File: src/rtl/sigmoid_alu_pkg.sv
// Shared widths, types and saturation helper for the sigmoid ALU datapath.
`timescale 1ns/1ps
package sigmoid_alu_pkg;

   localparam int unsigned IN_W  = 8;
   localparam int unsigned OUT_W = IN_W + 2;
   localparam int unsigned SAT_W = 8;

   typedef logic signed [IN_W-1:0]  operand_t;
   typedef logic signed [OUT_W-1:0] sum_t;

   localparam sum_t SAT_MAX = 10'sd127;
   localparam sum_t SAT_MIN = -10'sd128;

   typedef struct packed {
      logic [SAT_W-1:0] val;
      logic             flag;
   } sat_t;

   // Clamp a full-precision sum into the signed SAT_W range.
   function automatic sat_t saturate(sum_t s);
      sat_t r;
      r.flag = 1'b1;
      if (s > SAT_MAX) begin
         r.val = SAT_MAX[SAT_W-1:0];
      end else if (s < SAT_MIN) begin
         r.val = SAT_MIN[SAT_W-1:0];
      end else begin
         r.val  = s[SAT_W-1:0];
         r.flag = 1'b0;
      end
      return r;
   endfunction

endpackage

File: src/rtl/sigmoid_alu_add2.sv
// Signed two-operand adder; result is SumW bits wide with both operands sign-extended.
`timescale 1ns/1ps
module sigmoid_alu_add2 #(
   parameter int unsigned InW  = 8,
   parameter int unsigned SumW = InW + 1
) (
   input  logic [InW-1:0]  a,
   input  logic [InW-1:0]  b,
   output logic [SumW-1:0] sum
);

   logic signed [SumW-1:0] a_ext;
   logic signed [SumW-1:0] b_ext;

   assign a_ext = $signed({{(SumW - InW){a[InW-1]}}, a});
   assign b_ext = $signed({{(SumW - InW){b[InW-1]}}, b});
   assign sum   = a_ext + b_ext;

endmodule

File: src/rtl/sigmoid_alu_4_way_adder.sv
// Four-operand signed adder: combinational exact sum plus a registered,
// valid-qualified copy with an 8-bit saturated view for the lookup stage.
`timescale 1ns/1ps
module sigmoid_alu_4_way_adder
   import sigmoid_alu_pkg::*;
(
   input  logic              clk,
   input  logic              rst,
   input  logic [IN_W-1:0]   in1,
   input  logic [IN_W-1:0]   in2,
   input  logic [IN_W-1:0]   in3,
   input  logic [IN_W-1:0]   in4,
   input  logic              in_valid,
   output logic [OUT_W-1:0]  out,
   output logic [OUT_W-1:0]  out_q,
   output logic              out_valid,
   output logic [SAT_W-1:0]  sat_q,
   output logic              sat_flag
);

   logic [IN_W:0]   sum_lo;
   logic [IN_W:0]   sum_hi;
   sat_t            sat;

   sigmoid_alu_add2 #(
      .InW  (IN_W),
      .SumW (IN_W + 1)
   ) u_add_lo (
      .a   (in1),
      .b   (in2),
      .sum (sum_lo)
   );

   sigmoid_alu_add2 #(
      .InW  (IN_W),
      .SumW (IN_W + 1)
   ) u_add_hi (
      .a   (in3),
      .b   (in4),
      .sum (sum_hi)
   );

   sigmoid_alu_add2 #(
      .InW  (IN_W + 1),
      .SumW (OUT_W)
   ) u_add_fin (
      .a   (sum_lo),
      .b   (sum_hi),
      .sum (out)
   );

   // out_q holds its last capture while in_valid is low; only the flag drops.
   always_ff @(posedge clk or posedge rst) begin
      if (rst) begin
         out_q     <= '0;
         out_valid <= 1'b0;
      end else begin
         out_valid <= in_valid;
         if (in_valid) begin
            out_q <= out;
         end
      end
   end

   always_comb begin
      sat      = saturate(sum_t'(out_q));
      sat_q    = sat.val;
      sat_flag = sat.flag;
   end

endmodule

File: config.mk
export PLATFORM = sky130hd
export DESIGN_NAME = sigmoid_alu_4_way_adder
export DESIGN_NICKNAME = d
export VERILOG_FILES = /design/src/rtl/sigmoid_alu_pkg.sv /design/src/rtl/sigmoid_alu_add2.sv /design/src/rtl/sigmoid_alu_4_way_adder.sv
export SDC_FILE = /design/constraint.sdc
export NUM_CORES = 1
export LEC_CHECK = 0
export ABC_AREA = 1
export BUFFER_PORTS_ARGS = -buffer_cell sky130_fd_sc_hd__clkbuf_2
export CAP_MARGIN = 10
export CORE_ASPECT_RATIO = 1.25
export CORE_MARGIN = 1
export CORE_UTILIZATION = 50
export CTS_CLUSTER_SIZE = 20
export DETAILED_ROUTE_END_ITERATION = 8
export PLACE_DENSITY = 0.8
export SLEW_MARGIN = 5
export SYNTH_ARGS = -nofsm -noshare
export SYNTH_HDL_FRONTEND = slang
export SYNTH_HIERARCHICAL = 1
export SYNTH_SLANG_ARGS = --single-unit
export TNS_END_PERCENT = 30
File: constraint.sdc
create_clock -name clk -period 3.3 [get_ports clk]
set_input_delay 0 -clock clk [delete_from_list [all_inputs] [get_ports clk]]
set_output_delay 0 -clock clk [all_outputs]
set_load 0.005 [all_outputs]
==> impl_metrics.ini <==
[status]
outcome = finished, final reports clean

[logic_synthesis]
ys_seq_elements = 11
synthDistinctLibCells = 22
synth_area_leader_cell = sky130_fd_sc_hd__nand2_1
syn-num-nets = 347
netlist_top_cells_count = 117 x sky130_fd_sc_hd__nand2_1, 48 x sky130_fd_sc_hd__inv_1, 25 x sky130_fd_sc_hd__ha_1
yosys_warnings = 6
synth_largest_type_area_fraction_pct = 25.3
synth-seq-area-share_pct = 15.9
synth_area_per_cell_um2 = 6.11
dominantRegCellSynth = sky130_fd_sc_hd__dfrtp_1
synthCells = 284
syn-cell-area_um2 = 1740
cell_types_with_the_largest_area_share_after_synthesis = sky130_fd_sc_hd__nand2_1 25%, sky130_fd_sc_hd__ha_1 18%, sky130_fd_sc_hd__dfrtp_1 16%
ys_async_sr_fraction_pct = 100
yosysMostFrequentCell = sky130_fd_sc_hd__nand2_1
synth-edff-count = 0

[power]
p_leak_nw = 1.37
vdd_ir_drop_max_uv = 385
power.density_nw_per_um2 = 555
finalPower_mw = 1.19

[routing]
routed_wirelength_mm = 3.63
detail_route.drc_violations = 0
drt.antenna.violating_nets = 0
first_pass_iters = 4
first_iter_violations = 33
detailed_route_via_count = 1868
routedWlPerCell_um = 9.37
avgViaCountPerCell = 4.83

[global_routing]
grt_pass1_vias = 1658
antenna_found_initial = 0
grt_pass1_wl_mm = 6.29
grt_start_max_net_pins = 22
overflow = 0
global_route.usage.total_pct = 22.7

[timing]
slew_at_the_pin_closest_to_its_max_slew_limit_ns = 0.412
achievable-frequency_ghz = 0.458
setup_viol = 0
timing.final.max_slew_violations = 0
timing.final.crit_share_pct = 66.1
post-route-worst-setup-slack_ns = 1.12
slew_headroom_pct = 72.5
rsz0062_at_grt = no
min_period_ns = 2.18
final_hold_viol_count = 0
skew_ns = 0
fin_tns_setup_ns = 0

[floorplan]
ioPinCount = 65
site_rows = 23
initial_utilization_pct = 53.4
floorplan.die.width_um = 54.7
design.die.area_um2 = 3710
fp.coreArea_um2 = 3250
chipHeight_um = 67.9

[placed_design]
gpl.final_weighted_congestion = 0.836
placement.setup.worst_slack_ns = 0.980
number_of_buffer_cells_added_on_primary_ports = 64
post-dp-hpwl_mm = 3.24

[worst_hold_path]
min-delay-path-class = input port to flop

[setup_path]
crit_path_launch_type = input port
path_class = input port to output pin
setup.reg_to_reg.worst_slack_ns = 2.54
timing.rr.end = out_q[9]
crit_path_cell_trace = clkbuf_2 -> ha_1 -> fa_1 -> nand2_1 -> nand2_2 -> nand3_1 -> nand2_1 -> nand2_1 -> nand2_1 -> ha_1 -> nand2_1 -> inv_1 -> a21oi_1 -> nand3_1 -> nand2_1 -> nand2_1 -> clkbuf_2
timing.rr.start = out_q[9]
worst_ep_arrival_time_ns = 2.18
cp-endpoint = out[9]
critical-path-top-cell-by-count = sky130_fd_sc_hd__nand2_1
crit_start = in1[0]
worst_ep_required_time_ns = 3.30
cp_slowest_cell = sky130_fd_sc_hd__fa_1
critical_path_peak_fanout = 5
worst_r2r_path_depth = 2
worstSetupEndpointType = output pin
cp_slowest_stage_delay_ns = 0.40

[clocking]
cts_root_buf = sky130_fd_sc_hd__clkbuf_8
max-clock-path-buffers = 2
cts.htree.levels = 1
clock_slew_at_the_register_clock_pins_of_the_worst_setup_and_hold_paths_ns = 0.05
tritoncts.num_buffers = 3
postCtsSetupBuffers = 0
clock_sinks = 11
source_to_sink_clock_delay_at_the_later_pin_of_the_worst_skew_pair_ns = 0.24
cts_tree = done

[cells_and_area]
finalNetCount = 414
layout.area.seq_um2 = 275
layout-area-overhead-vs-synth_pct = 23.5
antenna_cells_inserted = 0
nFillCells = 345
multi_input_comb_area_um2 = 1270
layout-drive-gt1-share_pct = 21.1

[flow_run]
max_cap_violations = 0
==> final cells by class <==
cell class              instances  share of cell area [%]
inverters                      48                    8.41
multi-input cells             222                    59.1
clock buffers                   4                    2.10
repair buffers                 65                    15.4
flip-flops and latches         11                    12.8
well taps                      37                    2.16
==> timing repair <==
| action | CTS | global route |
|---|---|---|
| endpoints found under the hold margin | 11 | 0 |
| hold buffers | 1 | 0 |
| resized for setup | 0 | 0 |
==> cells in the final DEF (no fill, tap or decap), drive strengths merged <==
cell type,Yosys,final
a21oi,8,8
nand4,1,1
ha,25,25
nand3,19,19
dfrtp,11,11
o21a,1,1
or2,4,4
clkbuf,1,68
nor2,14,14
xnor2,5,5
fa,3,3
inv,48,48
xor2,5,5
nand2,121,121
nand3b,4,4
o21ai,12,12
dlygate4sd3,0,1
==> cell families after synthesis <==
logic type / synth area share (%)
simple gates: 39.4
buf+inv: 11.2
fa+ha+maj: 21.5
compound gates: 7.07
flops: 15.9
xor+xnor: 5.05
==> through the flow <==
| stage | hold slack [ns] | instances | utilization (%) | cell area (um2) |
|---|---|---|---|---|
| after detailed placement | -0.00962 | 382 | 64.2 | 2090 |
| after floorplan | -0.148 | 284 | - | 1740 |
| final | 0.100 | 387 | 65.9 | 2140 |
| after CTS | 0.106 | 387 | 65.9 | 2140 |
| after global routing | 0.140 | 387 | 65.9 | 2140 |
| after global placement | -0.0191 | 382 | 64.2 | 2090 |
==> power breakdown <==
group	leakage [nW]	internal, mW	switching (mW)	total, mW
Clock	0.0228	0.0848	0.0502	0.135
Combinational	1.21	0.364	0.453	0.817
Sequential	0.134	0.187	0.0502	0.237
==> worst min path at each step <==
stage | to | cells past startpoint | from
global placement | out_q[5] | 2 | rst
global route | out_valid | 1 | in_valid
finish | out_valid | 1 | in_valid
detailed placement | out_valid | 2 | rst
CTS | out_valid | 1 | in_valid
floorplan | out_q[0] | 1 | rst
==> registers in the layout (all words and copies together) (netlist names) <==
register / flops
out_q: 10
out_valid: 1
==> routing by layer <==
layer	track usage, %	part of all wire [%]	vias up
met2	44.3	51	59
met4	11.5	3.2	0
met3	1.56	4.9	11
met5	0	0	-
li1	-	-	1008
met1	22.6	41	790
==> critical path: cells and delay by family <==
| family | cells | cell delay [ns] |
|---|---|---|
| AND/OR/NAND/NOR | 10 | 0.79 |
| adder cells (fa/ha/maj) | 3 | 0.97 |
| buffers and inverters | 3 | 0.23 |
| AO/OA/AOI/OAI | 1 | 0.19 |
Note: power is estimated with default switching activity, not from simulation.
